`config.mk`:
```
export PLATFORM = sky130hd
export DESIGN_NAME = valid_delay_pipe_flat
export DESIGN_NICKNAME = d
export VERILOG_FILES = /design/src/rtl/valid_delay_pipe_if.sv /design/src/rtl/valid_delay_pipe.sv /design/src/flat_wrapper.sv
export SDC_FILE = /design/constraint.sdc
export NUM_CORES = 1
export LEC_CHECK = 0
export BUFFER_PORTS_ARGS = -buffer_cell sky130_fd_sc_hd__buf_2
export CAP_MARGIN = 20
export CORE_MARGIN = 2
export CORE_UTILIZATION = 59
export CTS_BUF_LIST = sky130_fd_sc_hd__clkbuf_4
export CTS_CLUSTER_DIAMETER = 40
export DETAILED_ROUTE_END_ITERATION = 6
export MAX_ROUTING_LAYER = met4
export PLACE_DENSITY = 0.86
export SYNTH_ARGS = -nofsm -noshare
export SYNTH_HDL_FRONTEND = slang
export SYNTH_SLANG_ARGS = --single-unit
```
`constraint.sdc`:
```
create_clock -name clk -period 2.75 [get_ports clk]
set_clock_uncertainty 0.05 [all_clocks]
set_input_delay 0.55 -clock clk [delete_from_list [all_inputs] [get_ports clk]]
set_output_delay 0.55 -clock clk [all_outputs]
set_load 0.01 [all_outputs]
```
`src/rtl/valid_delay_pipe_if.sv`:
```
// Handshake/payload bundle for valid_delay_pipe.
// The master is the environment: it drives the upstream payload and the
// downstream ready. The slave is the pipe itself.
interface valid_delay_pipe_if #(
    parameter int unsigned WID = 32
);
    logic           i_valid;
    logic [WID-1:0] i_data;
    logic           i_ready;
    logic           o_valid;
    logic [WID-1:0] o_data;
    logic           o_ready;

    modport master (
        output i_valid, i_data, o_ready,
        input  i_ready, o_valid, o_data
    );

    modport slave (
        input  i_valid, i_data, o_ready,
        output i_ready, o_valid, o_data
    );
endinterface

```
`src/rtl/valid_delay_pipe.sv`:
```
// Elastic DEP-stage delay line.
// Each stage holds a valid bit and a payload. Stages collapse bubbles: an
// empty stage always loads, even when the stage downstream is stalled.
// The ld/mv chain runs combinationally from o_ready back to i_ready.
module valid_delay_pipe #(
    parameter int unsigned WID = 32,
    parameter int unsigned DEP = 4,
    localparam int unsigned CW = $clog2(DEP + 1)
) (
    input  logic             clk,
    input  logic             rst_n,
    input  logic             ce,
    input  logic             flush,
    valid_delay_pipe_if.slave bus,
    output logic [CW-1:0]    count,
    output logic             full,
    output logic             empty
);

    logic [DEP-1:0] v_q;
    logic [DEP-1:0] v_d;
    logic [WID-1:0] d_q [DEP];
    logic [WID-1:0] d_d [DEP];
    logic [DEP-1:0] ld;
    logic [DEP-1:0] mv;
    logic [CW-1:0]  count_c;

    // Load/move enables, evaluated from the output stage back to stage 0.
    always_comb begin
        mv = '0;
        ld = '0;
        mv[DEP-1] = ce & v_q[DEP-1] & bus.o_ready & ~flush;
        ld[DEP-1] = ce & ~flush & (~v_q[DEP-1] | mv[DEP-1]);
        for (int unsigned j = 1; j < DEP; j++) begin
            mv[DEP-1-j] = v_q[DEP-1-j] & ld[DEP-j];
            ld[DEP-1-j] = ce & ~flush & (~v_q[DEP-1-j] | mv[DEP-1-j]);
        end
    end

    // Next stage state: flush clears valids only; payload loads only with a valid.
    always_comb begin
        v_d = v_q;
        for (int unsigned k = 0; k < DEP; k++) begin
            d_d[k] = d_q[k];
        end
        if (flush) begin
            v_d = '0;
        end else begin
            if (ld[0]) begin
                v_d[0] = bus.i_valid;
                if (bus.i_valid) begin
                    d_d[0] = bus.i_data;
                end
            end
            for (int unsigned k = 1; k < DEP; k++) begin
                if (ld[k]) begin
                    v_d[k] = v_q[k-1];
                    if (v_q[k-1]) begin
                        d_d[k] = d_q[k-1];
                    end
                end
            end
        end
    end

    // Stage registers with asynchronous clear.
    always_ff @(posedge clk or negedge rst_n) begin
        if (!rst_n) begin
            v_q <= '0;
            for (int unsigned k = 0; k < DEP; k++) begin
                d_q[k] <= '0;
            end
        end else begin
            v_q <= v_d;
            for (int unsigned k = 0; k < DEP; k++) begin
                d_q[k] <= d_d[k];
            end
        end
    end

    // Occupancy: popcount of the stage valid bits.
    always_comb begin
        count_c = '0;
        for (int unsigned k = 0; k < DEP; k++) begin
            count_c = count_c + CW'(v_q[k]);
        end
    end

    assign count       = count_c;
    assign full        = (count_c == CW'(DEP));
    assign empty       = (count_c == '0);
    assign bus.i_ready = ld[0];
    assign bus.o_valid = v_q[DEP-1];
    assign bus.o_data  = d_q[DEP-1];

endmodule

```
`src/flat_wrapper.sv`:
```
// flat-port wrapper written by rule: the top's interface ports become plain ports
module valid_delay_pipe_flat 
#(
    parameter int unsigned WID = 32,
    parameter int unsigned DEP = 4,
    localparam int unsigned CW = $clog2(DEP + 1)
)
  (clk, rst_n, ce, flush, count, full, empty, bus_i_valid, bus_i_data, bus_o_ready, bus_i_ready, bus_o_valid, bus_o_data);
  valid_delay_pipe_if #(.WID(WID)) bus_i ();
  input  logic clk;
  input  logic rst_n;
  input  logic ce;
  input  logic flush;
  output logic [CW-1:0] count;
  output logic full;
  output logic empty;
  input wire logic [$bits(bus_i.i_valid)-1:0] bus_i_valid;
  input wire logic [$bits(bus_i.i_data)-1:0] bus_i_data;
  input wire logic [$bits(bus_i.o_ready)-1:0] bus_o_ready;
  output wire logic [$bits(bus_i.i_ready)-1:0] bus_i_ready;
  output wire logic [$bits(bus_i.o_valid)-1:0] bus_o_valid;
  output wire logic [$bits(bus_i.o_data)-1:0] bus_o_data;
  assign bus_i.i_valid = bus_i_valid;
  assign bus_i.i_data = bus_i_data;
  assign bus_i.o_ready = bus_o_ready;
  assign bus_i_ready = bus_i.i_ready;
  assign bus_o_valid = bus_i.o_valid;
  assign bus_o_data = bus_i.o_data;
  valid_delay_pipe #(.WID(WID), .DEP(DEP)) u_core (.clk(clk), .rst_n(rst_n), .ce(ce), .flush(flush), .bus(bus_i), .count(count), .full(full), .empty(empty));
endmodule
```
==> impl_metrics.py <==
metrics = {
    "placement": {
        "gp_congestion": 0.814,
        "port_buffers": 76,
        "place.detailed.hpwl_um": 5260,
    },
    "setup_path": {
        "cp-startpoint": "u_core.v_q[0]$_DFFE_PN0P_",
        "reg2reg_slack_ps": 730,
        "arrival_ps": 2060,
        "end_kind": "output port",
        "cp_max_fo": 3,
        "crit_type": "flop to output port",
        "r2r-start": "u_core.v_q[1]$_DFFE_PN0P_",
        "r2r_cells": 5,
        "start_kind": "flop",
        "critPathRequiredTime_ps": 2150,
        "r2r_end": "u_core.d_q[74]$_DFFE_PN0P_",
        "crit_path_end": "full",
    },
    "cts": {
        "cts.clk_slew.worst_paths_ps": 110,
        "cts_tree": "done",
        "clkLatencyLatePin_ps": 510,
        "htree_levels": 4,
        "cts_root_buf": "clkbuf_4",
        "postCtsHoldBufs": 0,
        "clock_path_buffers": 2,
        "cts_buffers": 17,
        "cts.sinks": 132,
    },
    "sta": {
        "finalCritPeriodShare_pct": 96.6,
        "hold_viol": 0,
        "finalSetupViolCount": 0,
        "whs_ps": 23.7,
        "rsz0062_at_grt": "yes",
        "relSlewSlack_pct": 51.1,
        "max_freq_mhz": 376,
        "setup_tns_ps": 0,
        "worst_pin_slew_ps": 734,
        "slew_violations": 0,
        "post-route-min-period_ps": 2660,
    },
    "run_status": {
        "status": "complete, no violations",
    },
    "floorplanning": {
        "dieArea_um2": 9840,
        "die_h_um": 99.2,
        "core-area_um2": 8760,
        "start_util_pct": 61.0,
        "row_count": 34,
        "die_w_um": 99.2,
        "ios": 77,
    },
    "synthesis": {
        "netlist_top_cells_area": "dfrtp_1 (62%), mux2_2 (24%), buf_4 (4.6%)",
        "async_flop_share_pct": 100,
        "syn_area_per_cell_um2": 16.0,
        "seq_area_frac_synth_pct": 61.8,
        "synth.distinct_cells": 26,
        "synth_area_um2": 5350,
        "yosysMostFrequentCell": "dfrtp_1",
        "yosys.area.top_type_share_pct": 61.8,
        "yosys.area.top_type": "dfrtp_1",
        "synth_seq_cells": 132,
        "netlist_instances": 335,
        "yosysWarnings": 0,
        "synth_edf_count": 0,
        "synth_ff_type": "dfrtp_1",
        "syn_nets": 376,
        "synth_common_cells": "dfrtp_1 (132), mux2_2 (116), buf_4 (33), mux2_1 (12), buf_6 (9)",
    },
    "pwr": {
        "leakage_uw": 0.00298,
        "irDropWorstVdd_mv": 0.415,
        "power.density_nw_per_um2": 693,
    },
    "routing": {
        "dr.first_iter.drc_count": 52,
        "routed_wl_um": 8440,
        "drt_drc_violations_left": 0,
        "ant_nets": 0,
        "drtPass1Iterations": 4,
        "vias_per_cell": 5.34,
        "wl_per_cell_um": 16.4,
        "via_count": 2752,
    },
    "final_layout": {
        "areaGrowthSynthToFinish_pct": 10.9,
        "drive_above_1_share_pct": 60.0,
        "antenna_cells": 0,
        "nFillCells": 632,
        "fin_nets": 435,
    },
    "global_routing": {
        "grt_max_degree": 83,
        "grt_pass1_wl_um": 14400,
        "track_usage_pct": 19.6,
        "antenna_found_initial": 0,
        "grt_overflow_total": 0,
        "grt_pass1_vias": 2873,
    },
    "run": {
        "drv_cap": 0,
    },
    "worst_hold_path": {
        "hold_path.class": "input port to asynchronous set/reset pin",
    },
}
power by group:
group	switching [uW]	internal [uW]	total [uW]
Combinational	148	268	415
Clock	734	561	1290
Sequential	148	2250	2400
worst max-delay path: stages (launching register included):
cell and delay [ps]:
dfrtp_2 450, ha_4 240, fa_2 350, ha_4 240, nor3b_2 140, buf_2 140
worst min-delay path by stage:
stage	startpoint	endpoint	slack (ps)	cells after the start
floorplan	rst_n	u_core.bus.o_data[0]$_DFFE_PN0P_	200	0
global placement	u_core.d_q[65]$_DFFE_PN0P_	u_core.d_q[65]$_DFFE_PN0P_	410	1
detailed placement	u_core.d_q[65]$_DFFE_PN0P_	u_core.d_q[65]$_DFFE_PN0P_	420	1
CTS	rst_n	u_core.v_q[2]$_DFFE_PN0P_	20	1
global route	rst_n	u_core.d_q[85]$_DFFE_PN0P_	30	1
finish	rst_n	u_core.d_q[85]$_DFFE_PN0P_	20	1
registers in the layout, summed over array words and instances, names as in the netlist:
signal / count
u_core.v_q: 4
u_core.d_q: 96
u_core.bus.o_data: 32
cells in the final DEF, fill, tap and decap left out, types with 2 or more instances in the layout:
cell type,Yosys,routed
bufinv_16,0,2
ha_4,0,2
mux2_2,116,116
buf_2,4,75
nand3b_1,2,2
clkinv_4,0,4
a21oi_1,3,3
dfrtp_1,132,131
inv_1,2,2
clkbuf_4,0,18
mux2_1,12,12
clkinvlp_4,0,3
a311oi_1,2,2
buf_12,0,2
nand2_1,4,4
inv_6,0,2
buf_4,33,8
logic make-up after synthesis:
family / synth area share [%]
flip-flops: 61.8
multiplexers: 27.0
AO/OA/AOI/OAI: 1.83
adder cells (fa/ha/maj): 0.842
buffers and inverters: 7.04
AND/OR/NAND/NOR: 1.57
metal layers:
metal	up-vias	global-route usage [%]	wire length (um)
met4	0	8.43	164
li1	1267	-	-
met3	13	5.20	291
met1	1409	24.7	3760
met5	-	-	0
met2	63	30.4	4230
per-stage QoR:
stage / utilization [%] / setup slack, ps / area [um^2] / power [uW] / std cells
after CTS: 67.6 / 9.40 / 5920 / 4160 / 514
after floorplan: - / 366 / 5350 / 2700 / 335
after detailed placement: 63.7 / 347 / 5580 / 2860 / 480
final: 67.7 / 93.1 / 5930 / 4110 / 515
after global routing: 67.7 / -27.2 / 5930 / 4330 / 515
after global placement: 63.7 / 382 / 5580 / 2810 / 480
final cells by class:
cell class / instances / area (um^2) / share of cell area [%]
clock inverter: 14 / 155 / 2.62
clock buffer: 18 / 135 / 2.28
inverter: 2 / 7.51 / 0.127
timing repair buffer: 86 / 487 / 8.21
multi-input combinational: 155 / 1710 / 28.8
tap: 108 / 135 / 2.28
sequential: 132 / 3300 / 55.7
what timing repair did:
action / 4_1_cts / 5_1_grt
pin swaps: 1 / 2
buffers inserted: 2 / 1
resized for setup: 6 / 0
setup endpoints to repair: 3 / 2
Note: power is estimated with default switching activity, not from simulation.
